[config.mk]
export PLATFORM = sky130hd
export DESIGN_NAME = vend_ctrl
export DESIGN_NICKNAME = d
export VERILOG_FILES = /design/src/rtl/vend_ctrl_pkg.sv /design/src/rtl/vend_timeout_cnt.sv /design/src/rtl/vend_ctrl.sv
export SDC_FILE = /design/constraint.sdc
export NUM_CORES = 1
export LEC_CHECK = 0
export BUFFER_PORTS_ARGS = -buffer_cell sky130_fd_sc_hd__clkbuf_2
export CELL_PAD_IN_SITES_DETAIL_PLACEMENT = 1
export CELL_PAD_IN_SITES_GLOBAL_PLACEMENT = 1
export CORE_ASPECT_RATIO = 1.5
export CORE_MARGIN = 1.5
export CORE_UTILIZATION = 44
export CTS_CLUSTER_DIAMETER = 200
export CTS_CLUSTER_SIZE = 28
export DETAILED_ROUTE_END_ITERATION = 8
export PLACE_DENSITY = 0.76
export SLEW_MARGIN = 20
export SYNTH_ARGS = -nofsm -noshare
export SYNTH_HDL_FRONTEND = slang
export SYNTH_SLANG_ARGS = --single-unit
[constraint.sdc]
create_clock -name clk -period 5.66 [get_ports clk]
set_input_delay 1.698 -clock clk [delete_from_list [all_inputs] [get_ports clk]]
set_output_delay 1.698 -clock clk [all_outputs]
set_load 0.03 [all_outputs]
[src/rtl/vend_ctrl_pkg.sv]
// Shared encodings and coin constants for the vending controller slice.
package vend_ctrl_pkg;

    localparam logic [1:0] ST_IDLE   = 2'd0;
    localparam logic [1:0] ST_VEND   = 2'd1;
    localparam logic [1:0] ST_CHANGE = 2'd2;

    localparam int HALF_VAL = 1;
    localparam int ONE_VAL  = 2;
    localparam int SEL_W    = 2;

endpackage

[src/rtl/vend_timeout_cnt.sv]
// Dispenser watchdog: counts cycles without vend_ack, flags the last allowed cycle.
module vend_timeout_cnt #(
    parameter int VEND_TIMEOUT = 1000
) (
    input  logic clk,
    input  logic reset,
    input  logic clr,
    input  logic en,
    output logic expired
);

    localparam int W = $clog2(VEND_TIMEOUT);
    localparam logic [W-1:0] LAST = W'(VEND_TIMEOUT - 1);

    logic [W-1:0] cnt_q, cnt_d;

    always_comb begin
        cnt_d = cnt_q;
        if (clr) begin
            cnt_d = '0;
        end else if (en && (cnt_q != LAST)) begin
            cnt_d = cnt_q + 1'b1;
        end
    end

    always_ff @(posedge clk) begin
        if (reset) begin
            cnt_q <= '0;
        end else begin
            cnt_q <= cnt_d;
        end
    end

    assign expired = (cnt_q == LAST);

endmodule

[src/rtl/vend_ctrl.sv]
// Multi-product vending controller: credit accumulation, price check,
// dispense handshake with timeout refund, and coin-by-coin change payout.
module vend_ctrl
    import vend_ctrl_pkg::*;
#(
    parameter int CW           = 5,
    parameter int CREDIT_MAX   = 20,
    parameter int PRICE0       = 5,
    parameter int PRICE1       = 4,
    parameter int PRICE2       = 6,
    parameter int PRICE3       = 3,
    parameter int VEND_TIMEOUT = 1000
) (
    input  logic             clk,
    input  logic             reset,
    input  logic             half,
    input  logic             one,
    input  logic             sel_valid,
    input  logic [SEL_W-1:0] sel,
    input  logic             cancel,
    input  logic             vend_ack,
    input  logic             chg_ack,
    output logic             vend_req,
    output logic [SEL_W-1:0] vend_id,
    output logic             chg_req,
    output logic [CW-1:0]    credit,
    output logic             busy,
    output logic             coin_reject,
    output logic             insufficient,
    output logic             fault
);

    localparam logic [CW:0] MAX_EXT = (CW+1)'(CREDIT_MAX);

    function automatic logic [CW-1:0] price_of(input logic [SEL_W-1:0] s);
        case (s)
            2'd0:    return CW'(PRICE0);
            2'd1:    return CW'(PRICE1);
            2'd2:    return CW'(PRICE2);
            default: return CW'(PRICE3);
        endcase
    endfunction

    logic [1:0]       state_q, state_d;
    logic [CW-1:0]    credit_q, credit_d;
    logic [SEL_W-1:0] vend_id_q, vend_id_d;
    logic             rej_q, rej_d;
    logic             insuf_q, insuf_d;
    logic             fault_q, fault_d;

    logic [1:0]    cv;
    logic [CW:0]   sum_ext;
    logic          coin_ok;
    logic [CW:0]   cv_acc;
    logic [CW-1:0] sel_price;
    logic          expired;

    // Coins are judged against the credit held before this cycle's selection.
    always_comb begin
        cv        = (half ? 2'(HALF_VAL) : 2'd0) + (one ? 2'(ONE_VAL) : 2'd0);
        sum_ext   = {1'b0, credit_q} + (CW+1)'(cv);
        coin_ok   = (sum_ext <= MAX_EXT);
        cv_acc    = coin_ok ? (CW+1)'(cv) : '0;
        sel_price = price_of(sel);
    end

    vend_timeout_cnt #(
        .VEND_TIMEOUT(VEND_TIMEOUT)
    ) u_tmo (
        .clk    (clk),
        .reset  (reset),
        .clr    (state_q != ST_VEND),
        .en     ((state_q == ST_VEND) && !vend_ack),
        .expired(expired)
    );

    always_comb begin
        state_d   = state_q;
        credit_d  = credit_q;
        vend_id_d = vend_id_q;
        rej_d     = 1'b0;
        insuf_d   = 1'b0;
        fault_d   = 1'b0;
        case (state_q)
            ST_IDLE: begin
                rej_d    = (cv != 2'd0) && !coin_ok;
                credit_d = credit_q + cv_acc[CW-1:0];
                if (cancel) begin
                    if (credit_q != '0) begin
                        state_d = ST_CHANGE;
                    end
                end else if (sel_valid) begin
                    if (credit_q >= sel_price) begin
                        vend_id_d = sel;
                        credit_d  = credit_q - sel_price + cv_acc[CW-1:0];
                        state_d   = ST_VEND;
                    end else begin
                        insuf_d = 1'b1;
                    end
                end
            end
            ST_VEND: begin
                rej_d = (cv != 2'd0);
                if (vend_ack) begin
                    state_d = (credit_q != '0) ? ST_CHANGE : ST_IDLE;
                end else if (expired) begin
                    // Refund cannot overflow: credit held was >= price before the vend.
                    credit_d = credit_q + price_of(vend_id_q);
                    fault_d  = 1'b1;
                    state_d  = ST_CHANGE;
                end
            end
            ST_CHANGE: begin
                rej_d = (cv != 2'd0);
                if (chg_ack && (credit_q != '0)) begin
                    credit_d = credit_q - 1'b1;
                    if (credit_q == CW'(1)) begin
                        state_d = ST_IDLE;
                    end
                end
            end
            default: begin
                state_d = ST_IDLE;
            end
        endcase
    end

    always_ff @(posedge clk) begin
        if (reset) begin
            state_q   <= ST_IDLE;
            credit_q  <= '0;
            vend_id_q <= '0;
            rej_q     <= 1'b0;
            insuf_q   <= 1'b0;
            fault_q   <= 1'b0;
        end else begin
            state_q   <= state_d;
            credit_q  <= credit_d;
            vend_id_q <= vend_id_d;
            rej_q     <= rej_d;
            insuf_q   <= insuf_d;
            fault_q   <= fault_d;
        end
    end

    assign vend_req     = (state_q == ST_VEND);
    assign chg_req      = (state_q == ST_CHANGE);
    assign busy         = vend_req | chg_req;
    assign vend_id      = vend_id_q;
    assign credit       = credit_q;
    assign coin_reject  = rej_q;
    assign insufficient = insuf_q;
    assign fault        = fault_q;

endmodule

==> metrics.txt, run 1 <==
Rel. slew slack 0.613; WP data required 5.83 ns; CTS Buf Count 3; DP Wirelength around 4.5 mm; CP Capture Type flop; CORE AREA 4500 sq um; die span in y 86.7 microns; count of cell types in the netlist 52; largest net degree at the start of global routing 16; total power roughly 950 uW; H-tree levels 1; die width 58.8 microns; 1st-pass router iterations 5; RSZ-0062 raised after global routing false; # IOs 23; Pwr Density 422 nW/um^2; Yosys warning total 0; gpl congestion 0.889; Initial DRC Count 20; share of cells above drive strength 1 0.137; Hold Crit Class reg2reg; CP Max Fanout 4; Lkg Pwr 0.965 nW; Seq. cell area 440 sq um; Crit Path Class in2reg; Syn Nets 286; cell taking the most area after synthesis dfxtp_1; hold buffers post-CTS 0; CTS tree done; Clock Skew 0.00537 ns; sequential fraction of the synthesis area 0.214; CP arrival around 5 ns; final setup vio count 0; status finished clean; Post-synth EDFFs 0; Vias 1,839; Final min period a little under 5 ns; row count 30; clk slew on worst S/H paths 0.08 ns; Worst-Skew Late Latency 0.26 ns; fin util 0.501; top cells by area, synth dfxtp_1, ha_1, nor2_1; hold slack around 0.54 ns; Avg Inst Size Synth 8.49 sq um; Primary FF master, synth dfxtp_1; post-CTS sizing 0; DRC 0; setup TNS 0 ns; Post-Place Cell Area 2200 sq um; fin crit share 0.851; Initial Util 0.456; fmax 208 MHz; top cell type's share of synthesized area 0.214; clock buffer depth 2; nets@finish 307; Syn Inst Count 242; R2R Setup Slk 1.59 ns; Max VDD drop 0.176 mV; Max-Cap Viols 0; DRT antenna net count 0; Seq cells post-synth 22; Final Cell Area 2250 sq um; vias per cell 5.93; final-layout fill cell count roughly 570; Post-CTS Setup Inserts 0; Routed WL 5.53 mm; Hold Violations, Final 0; GRT Total Usage 0.229; vias in the first global route 1,930; crit start category primary input; drt wl/cell 17.8 microns; port bufs 22; Area growth syn-to-layout 9.68%; Die ar. 5100 sq um; worst-margin pin slew 0.580 ns; area of the multi-input gates 1490 sq um; Slew Limit Fails 0; clock sinks 22; initial antenna violation count 0; Clk Tree Root Cell clkbuf_8; GRT overflow 0; async set-reset flop share out of synthesis 0; first-pass GRT wire length about 8.8 mm; n_diodes 0; Netlist Area Pre-Place 2060 sq um
[cell type report]
type / instances / area share
Clock buffer: 4 / 0.0244
Inverter: 26 / 0.0433
Multi-Input combinational cell: 188 / 0.661
Sequential cell: 22 / 0.195
Tap cell: 48 / 0.0266
Timing Repair Buffer: 22 / 0.0488
[synthesized netlist by cell type (all sizes together) (4+ instances only)]
master and number:
nand2b 5, a211oi 5, ha 29, nor3 4, xnor2 10, a21oi 12
nand3 5, o21ai 11, fa 5, inv 26, nor2 28, nand4 4
mux2i 4, a221oi 4, dfxtp 22, nand2 10, xor2 8
[through the flow]
stage,setup WS [ns],instances
floorplan,0.939,242
global placement,0.652,306
detailed placement,0.539,306
CTS,0.808,310
global route,0.493,310
finish,0.843,310
[routing by layer]
metal | share of wire | vias up | GRT usage
met3 | 0.013 | 8 | 0.0209
met1 | 0.40 | 901 | 0.227
met2 | 0.56 | 23 | 0.465
li1 | - | 907 | -
met5 | 0 | - | 0
met4 | 0.022 | 0 | 0.0826
[path summary, 6_finish.rpt]
kind	to	start	cells past startpoint
min reg2reg	u_tmo.cnt_q[8]	u_tmo.cnt_q[8]	2
max	credit[4]	half	16
max reg2reg	credit[4]	credit[1]	14
min	u_tmo.cnt_q[8]	u_tmo.cnt_q[8]	2
[cells by family (layout without fill, tap and decap cells)]
logic type | Yosys count | in the layout | synth area share
AND/OR/NAND/NOR | 78 | 78 | 0.208
AO/OA/AOI/OAI | 54 | 54 | 0.197
adder cells (fa/ha/maj) | 34 | 34 | 0.225
buffers and inverters | 32 | 52 | 0.0603
flip-flops | 22 | 22 | 0.214
XOR/XNOR | 18 | 18 | 0.0767
multiplexers | 4 | 4 | 0.0195
[power by group]
group	internal, mW	switching [mW]	leakage, nW
Combinational	0.239	0.370	0.758
Sequential	0.177	0.0493	0.179
Clock	0.0620	0.0535	0.0288
Total	0.478	0.472	0.965
[cells in the final DEF, fill, tap and decap left out, types with 3 or more instances in the layout]
master / netlist / routed
o21ai_1: 3 / 3
nor2b_1: 3 / 3
xnor2_1: 10 / 10
a21oi_1: 12 / 12
nand2b_1: 5 / 5
a221oi_1: 3 / 3
ha_1: 29 / 29
o21ai_0: 8 / 8
dfxtp_1: 22 / 22
a211oi_1: 5 / 5
nand3_1: 5 / 5
clkbuf_2: 0 / 22
fa_1: 5 / 5
mux2i_1: 4 / 4
nand2_1: 10 / 10
xor2_1: 8 / 8
nor2_1: 28 / 28
nor3_1: 4 / 4
nand4_1: 4 / 4
clkbuf_8: 0 / 4
inv_1: 24 / 24
nand3b_1: 3 / 3
or3_1: 3 / 3
[state kept, by name (all words and copies together) (netlist names)]
register,cells
u_tmo.cnt_q,10
credit,5
state_q,2
vend_id,2
coin_reject,1
fault,1
insufficient,1
[worst max-delay path, cell delays in order]
cell and delay (ns):
clkbuf_2 0.11, ha_1 0.17, inv_1 0.05, fa_1 0.38, nand3b_1 0.19, xnor2_1 0.15, a21oi_1 0.21, nor3_1 0.14
fa_1 0.55, inv_1 0.07, fa_1 0.43, nand2b_1 0.18, a21oi_1 0.16, xnor2_1 0.14, o211ai_1 0.10, a311oi_1 0.26
Power figures use the tool's default switching activity.
==> run 2: changes to the inputs <==
--- a/config.mk
+++ b/config.mk
@@ -10,11 +10,12 @@
 export CELL_PAD_IN_SITES_GLOBAL_PLACEMENT = 1
 export CORE_ASPECT_RATIO = 1.5
 export CORE_MARGIN = 1.5
-export CORE_UTILIZATION = 44
+export CORE_UTILIZATION = 46
+export CTS_BUF_LIST = sky130_fd_sc_hd__clkbuf_4
 export CTS_CLUSTER_DIAMETER = 200
 export CTS_CLUSTER_SIZE = 28
 export DETAILED_ROUTE_END_ITERATION = 8
-export PLACE_DENSITY = 0.76
+export PLACE_DENSITY = 0.79
 export SLEW_MARGIN = 20
 export SYNTH_ARGS = -nofsm -noshare
 export SYNTH_HDL_FRONTEND = slang
==> metrics.txt, run 2 (synthesis gave the netlist of run 1 again) <==
status finished clean (unchanged); most used cell, CP fa_1 (unchanged); Crit path buffers/inverters 3 (unchanged); port bufs 22 (unchanged); gpl congestion 0.840 (was 0.889); H-tree levels 1 (unchanged); vias per cell 5.89 (was 5.93); M3 GR Usage 0.0183 (was 0.0209); DRC 0 (unchanged); clock sinks 22 (unchanged); Reg-to-Reg Start credit[1] (unchanged); CTS Buf Count 3 (unchanged); Post-CTS Setup Inserts 0 (unchanged); Slew Limit Fails 0 (unchanged); Die ar. 4890 sq um (was 5100 sq um); max reg flops 10 (unchanged); RSZ-0062 raised after global routing false (unchanged); nets@finish 307 (unchanged); gr busiest metal met2 (unchanged); CP peak stage delay 0.55 ns (about the same); R2R Setup Slk 1.61 ns (was 1.59 ns); CP Max Fanout 4 (unchanged); setup TNS 0 ns (unchanged); Max VDD drop 0.315 mV (was 0.176 mV); CP Capture Type flop (unchanged); Final min period 4.80 ns (was 4.82 ns); drt wl/cell 17.5 microns (was 17.8 microns); final-layout fill cell count 549 (was 568); clk slew on worst S/H paths 0.14 ns (was 0.08 ns); Clk Tree Root Cell clkbuf_4 (was clkbuf_8); share of cells above drive strength 1 0.134 (was 0.137); most frequent cells in the layout ha_1, nor2_1, inv_1, dfxtp_1, clkbuf_2 (unchanged); GR Layer Usage met2 0.451 (was 0.465); fin crit share 0.849 (was 0.851); crit start category primary input (unchanged); Initial DRC Count 49 (was 20); Rel. slew slack 0.598 (was 0.613); DP Wirelength 4.40 mm (was 4.49 mm); M1 GR Usage 0.267 (was 0.227); Crit Path Class in2reg (unchanged); Clock Skew 0.00994 ns (was 0.00537 ns); GRT Total Usage 0.242 (was 0.229); Worst-Skew Late Latency 0.32 ns (was 0.26 ns); CORE AREA 4250 sq um (was 4500 sq um); n_diodes 0 (unchanged); GRT overflow 0 (unchanged); # IOs 23 (unchanged); Initial Util 0.484 (was 0.456); WHS Endpoint u_tmo.cnt_q[9] (was u_tmo.cnt_q[8]); die span in y 84.9 microns (was 86.7 microns); final setup vio count 0 (unchanged); Max-Cap Viols 0 (unchanged); DRT antenna net count 0 (unchanged); fmax 208 MHz (about the same); register name with the most flops u_tmo.cnt_q (unchanged); Area growth syn-to-layout 8.16% (was 9.68%); hold slack 0.544 ns (was 0.543 ns); Worst path slowest cell fa_1 (unchanged); CP arrival 5.04 ns (was 4.99 ns); hold_sp u_tmo.cnt_q[9] (was u_tmo.cnt_q[8]); reg2reg path depth 14 (unchanged); Vias 1,815 (was 1,839); Pwr Density 407 nW/um^2 (was 422 nW/um^2); first-pass GRT wire length 9.19 mm (was 8.84 mm); WHS Path Cells 2 (unchanged); FF-to-FF End credit[4] (unchanged); largest net degree at the start of global routing 16 (unchanged); Hold Violations, Final 0 (unchanged); worst-margin pin slew 0.602 ns (was 0.580 ns); 1st-pass router iterations 4 (was 5); hold buffers post-CTS 0 (unchanged); initial antenna violation count 0 (unchanged); CP top delay family adder cells (unchanged); Lkg Pwr 0.952 nW (was 0.965 nW); most common cell after layout, fill and taps aside ha_1 (unchanged); cell chain of the critical path clkbuf_2, ha_1, inv_1, fa_1, nand3b_1, xnor2_1, a21oi_1, nor3_1, fa_1, inv_1, fa_1, nand2b_1, a21oi_1, xnor2_1, o211ai_1, a311oi_1 (unchanged); CTS tree done (unchanged); WP data required 5.89 ns (was 5.83 ns); post-CTS sizing 0 (unchanged); Routed WL 5.40 mm (was 5.53 mm); vias in the first global route 2,003 (was 1,930); die width 57.6 microns (was 58.8 microns); Hold Crit Class reg2reg (unchanged); clock buffer depth 2 (unchanged); row count 29 (was 30)
[run 2: layer usage]
metal | up-vias | part of all wire
li1 | 906 | -
met1 | 863 | 0.40
met2 | 31 | 0.55
met3 | 15 | 0.017
met4 | 0 | 0.034
met5 | - | 0
[run 2: area by class of cell]
class                      instances  area (sq um)  area share
clock buffer                       3          22.5      0.0101
clock inverter                     1          3.75     0.00169
inverter                          26          97.6      0.0439
multi-input combinational        188          1490       0.671
sequential                        22           440       0.198
tap                               46          57.6      0.0259
timing repair buffer              22           110      0.0495
[run 2: worst max path at each step]
stage | from | endpoint | cells past startpoint
after global placement | half | credit[3] | 15
final | half | credit[4] | 16
after detailed placement | half | credit[3] | 15
after floorplan | half | credit[4] | 15
after CTS | half | credit[4] | 16
after global routing | half | credit[4] | 16
[run 2: per-stage QoR]
step | utilization | power [mW] | instance area, sq um | worst slack, ns | instances
3_5_place_dp | 0.518 | 0.833 | 2200 | 0.520 | 304
6_report | 0.524 | 0.906 | 2220 | 0.855 | 308
2_1_floorplan | - | 0.672 | 2060 | 0.939 | 242
4_1_cts | 0.524 | 0.913 | 2220 | 0.853 | 308
3_3_place_gp | 0.518 | 0.818 | 2200 | 0.638 | 304
5_1_grt | 0.524 | 0.999 | 2220 | 0.609 | 308
[run 2: report_power, final]
| part | total, mW | switching (mW) | internal, mW |
|---|---|---|---|
| combinational | 0.602 | 0.365 | 0.237 |
| clock | 0.0785 | 0.0526 | 0.0258 |
| sequential | 0.225 | 0.0477 | 0.177 |
| total | 0.906 | 0.466 | 0.440 |
[run 2: worst reg2reg max path, cell delays in order, from the launching register on]
cell      delay [ns]
dfxtp_1         0.59
inv_1           0.28
fa_1            0.49
nand3b_1        0.19
xnor2_1         0.15
a21oi_1         0.21
nor3_1          0.14
fa_1            0.55
inv_1           0.06
fa_1            0.43
nand2b_1        0.17
a21oi_1         0.16
xnor2_1         0.15
o211ai_1        0.11
a311oi_1        0.27
==> run 3: changes to the inputs <==
--- a/config.mk
+++ b/config.mk
@@ -5,17 +5,18 @@
 export SDC_FILE = /design/constraint.sdc
 export NUM_CORES = 1
 export LEC_CHECK = 0
+export ABC_AREA = 1
 export BUFFER_PORTS_ARGS = -buffer_cell sky130_fd_sc_hd__clkbuf_2
 export CELL_PAD_IN_SITES_DETAIL_PLACEMENT = 1
 export CELL_PAD_IN_SITES_GLOBAL_PLACEMENT = 1
 export CORE_ASPECT_RATIO = 1.5
 export CORE_MARGIN = 1.5
-export CORE_UTILIZATION = 46
+export CORE_UTILIZATION = 40
 export CTS_BUF_LIST = sky130_fd_sc_hd__clkbuf_4
 export CTS_CLUSTER_DIAMETER = 200
 export CTS_CLUSTER_SIZE = 28
 export DETAILED_ROUTE_END_ITERATION = 8
-export PLACE_DENSITY = 0.79
+export PLACE_DENSITY = 0.75
 export SLEW_MARGIN = 20
 export SYNTH_ARGS = -nofsm -noshare
 export SYNTH_HDL_FRONTEND = slang
==> constraint.sdc (replaced) <==
create_clock -name clk -period 4.01 [get_ports clk]
set_input_delay 1.203 -clock clk [delete_from_list [all_inputs] [get_ports clk]]
set_output_delay 1.203 -clock clk [all_outputs]
set_load 0.03 [all_outputs]
==> metrics.txt, run 3 <==
status finished clean (unchanged); reg2reg path depth 18 (was 14); top-count cell post-synth nand2_1 (was ha_1); cell taking the most area after synthesis dfxtp_1 (unchanged); GRT Total Usage 0.225 (was 0.242); gpl congestion 0.820 (was 0.840); die width 63.9 microns (was 57.6 microns); sequential fraction of the synthesis area 0.198 (was 0.214); total power 1.55 mW (was 906 uW); Rel. slew slack 0.694 (was 0.598); Lkg Pwr 1.26 nW (was 0.952 nW); drt wl/cell 15.3 microns (was 17.5 microns); hold buffers post-CTS 0 (unchanged); most common cell after layout, fill and taps aside nand2_1 (was ha_1); Max-Cap Viols 0 (unchanged); count of cell types in the netlist 39 (was 52); Seq cells post-synth 22 (unchanged); vias per cell 5.16 (was 5.89); final setup vio count 0 (unchanged); WHS Path Cells 2 (unchanged); final-layout fill cell count 740 (was 549); Crit Path Class in2reg (unchanged); R2R Setup Slk 0.67 ns (was 1.61 ns); top cells by count, synth nand2_1, inv_1, ha_1 (was ha_1, nor2_1, inv_1); DP Wirelength 5.30 mm (was 4.40 mm); clk slew on worst S/H paths 0.14 ns (about the same); Clock Skew 0.00671 ns (was 0.00994 ns); Post-synth EDFFs 0 (unchanged); clock buffer depth 2 (unchanged); CTS tree done (unchanged); WP data required 4.27 ns (was 5.89 ns); CP Capture Type flop (unchanged); hold_sp u_tmo.cnt_q[7] (was u_tmo.cnt_q[9]); Avg Inst Size Synth 7.04 sq um (was 8.49 sq um); top cell type's share of synthesized area 0.198 (was 0.214); Syn Nets 360 (was 286); initial antenna violation count 0 (unchanged); WHS Endpoint u_tmo.cnt_q[7] (was u_tmo.cnt_q[9]); Die ar. 6030 sq um (was 4890 sq um); Netlist Area Pre-Place 2230 sq um (was 2060 sq um); share of cells above drive strength 1 0.231 (was 0.134); die span in y 94.4 microns (was 84.9 microns); Vias 2,174 (was 1,815); # IOs 23 (unchanged); Primary FF master, synth dfxtp_1 (unchanged); nets@finish 396 (was 307); max reg flops 10 (unchanged); top cells by area, synth dfxtp_1, ha_1, nand2_1 (was dfxtp_1, ha_1, nor2_1); Max VDD drop 0.369 mV (was 0.315 mV); Final Non-Filler Cells 421 (was 308); Pwr Density 592 nW/um^2 (was 407 nW/um^2); CP Max Fanout 3 (was 4); GRT overflow 0 (unchanged); FF-to-FF End credit[3] (was credit[4]); n_diodes 0 (unchanged); first-pass GRT wire length 10.6 mm (was 9.19 mm); vias in the first global route 2,314 (was 2,003); Hold Violations, Final 0 (unchanged); port bufs 22 (unchanged); most frequent cells in the layout nand2_1, inv_1, ha_1, a21oi_1, dfxtp_1 (was ha_1, nor2_1, inv_1, dfxtp_1, clkbuf_2); async set-reset flop share out of synthesis 0 (unchanged); Slew Limit Fails 0 (unchanged); fmax 260 MHz; Area growth syn-to-layout 18.0% (was 8.16%); dpl cells 413 (was 304); Worst-Skew Late Latency 0.32 ns (about the same); Yosys warning total 0 (unchanged); DRC 0 (unchanged); Hold Crit Class reg2reg (unchanged); CP arrival 4.10 ns (was 5.04 ns); worst-margin pin slew 0.458 ns (was 0.602 ns); 1st-pass router iterations 4 (unchanged); CTS Buf Count 3 (unchanged); Reg-to-Reg Start credit[1] (unchanged); H-tree levels 1 (unchanged); Final min period between 3 and 4 ns; largest net degree at the start of global routing 14 (was 16); row count 33 (was 29); fin crit share 0.959; CORE AREA 5410 sq um (was 4250 sq um); DRT antenna net count 0 (unchanged); Initial Util 0.412 (was 0.484); Routed WL 6.43 mm (was 5.40 mm); Syn Inst Count 316 (was 242); register name with the most flops u_tmo.cnt_q (unchanged); Clk Tree Root Cell clkbuf_4 (unchanged); Initial DRC Count 66 (was 49); crit start category primary input (unchanged); clock sinks 22 (unchanged)
==> run 3: cell count changes in the layout (fill, tap and decap cells not counted), moves of 5 or more <==
cell      change
buf_4        +15
a21oi_1      +10
nand2b_1      -5
nor2_1       -11
nand2_1      +53
nand3_1      +16
nand2_2       +7
inv_1        +25
xnor2_1       -7
==> run 3: timing repair <==
action,4_1_cts,5_1_grt
setup buffers,0,4
hold endpoints to repair,0,0
resized for setup,0,21
setup endpoints to repair,0,4
==> run 3: where the power goes <==
group	switching, mW	internal, mW	total [mW]
logic	0.694	0.399	1.09
clock network	0.0761	0.101	0.177
registers	0.0327	0.252	0.284
total	0.802	0.752	1.55
==> run 3: cells by family after synthesis <==
kind of cell / after synthesis / share of synthesized area
compound gates: 43 / 0.103
flops: 22 / 0.198
fa+ha+maj: 34 / 0.208
xor+xnor: 10 / 0.0394
buf+inv: 64 / 0.120
simple gates: 143 / 0.331
==> run 3: how the worst max path moves through the flow <==
stage | startpoint | end | slack [ns] | cells after the start
2_1_floorplan | half | credit[4] | 0.03 | 19
3_3_place_gp | half | credit[4] | -0.18 | 20
3_5_place_dp | half | credit[4] | -0.29 | 21
4_1_cts | half | credit[4] | 0.05 | 21
5_1_grt | half | credit[4] | -0.05 | 24
6_report | half | credit[3] | 0.16 | 20
==> run 3: metal layers <==
layer	part of all wire	vias to the layer above	global-route usage
met5	0	-	0
met4	0.030	0	0.0888
met3	0.0090	14	0.0167
met2	0.57	24	0.461
met1	0.39	1045	0.229
li1	-	1091	-
==> run 3: per-stage QoR <==
stage / instance area [sq um] / hold slack, ns / TNS (ns) / util / setup slack, ns
after floorplan: 2230 / 0.465 / 0 / - / 0.0269
after global placement: 2470 / 0.485 / -0.427 / 0.457 / -0.184
after detailed placement: 2470 / 0.487 / -0.840 / 0.457 / -0.293
after CTS: 2530 / 0.508 / 0 / 0.467 / 0.0480
after global routing: 2630 / 0.543 / -0.0720 / 0.486 / -0.0466
final: 2630 / 0.505 / 0 / 0.486 / 0.164
==> run 3: worst max-delay path, stage by stage <==
cell and delay (ns):
buf_6 0.08, ha_4 0.13, inv_2 0.04, fa_2 0.51
inv_1 0.04, nor2_1 0.12, o21ai_1 0.09, nand2_1 0.08
nand2_2 0.10, nor2_4 0.13, fa_1 0.42, buf_4 0.15
ha_1 0.29, nand3_1 0.12, nand3_1 0.10, nand2_1 0.11
nand4_1 0.13, nand3_1 0.11, nand2_1 0.05, a21oi_1 0.11
==> run 3: cell type report <==
type	count	area, sq um	area share
sequential	22	440	0.168
inverter	58	228	0.0867
timing repair buffer	37	229	0.0872
tap	70	87.6	0.0333
clock buffer	3	22.5	0.00858
clock inverter	1	30.0	0.0114
multi-input combinational	230	1590	0.605
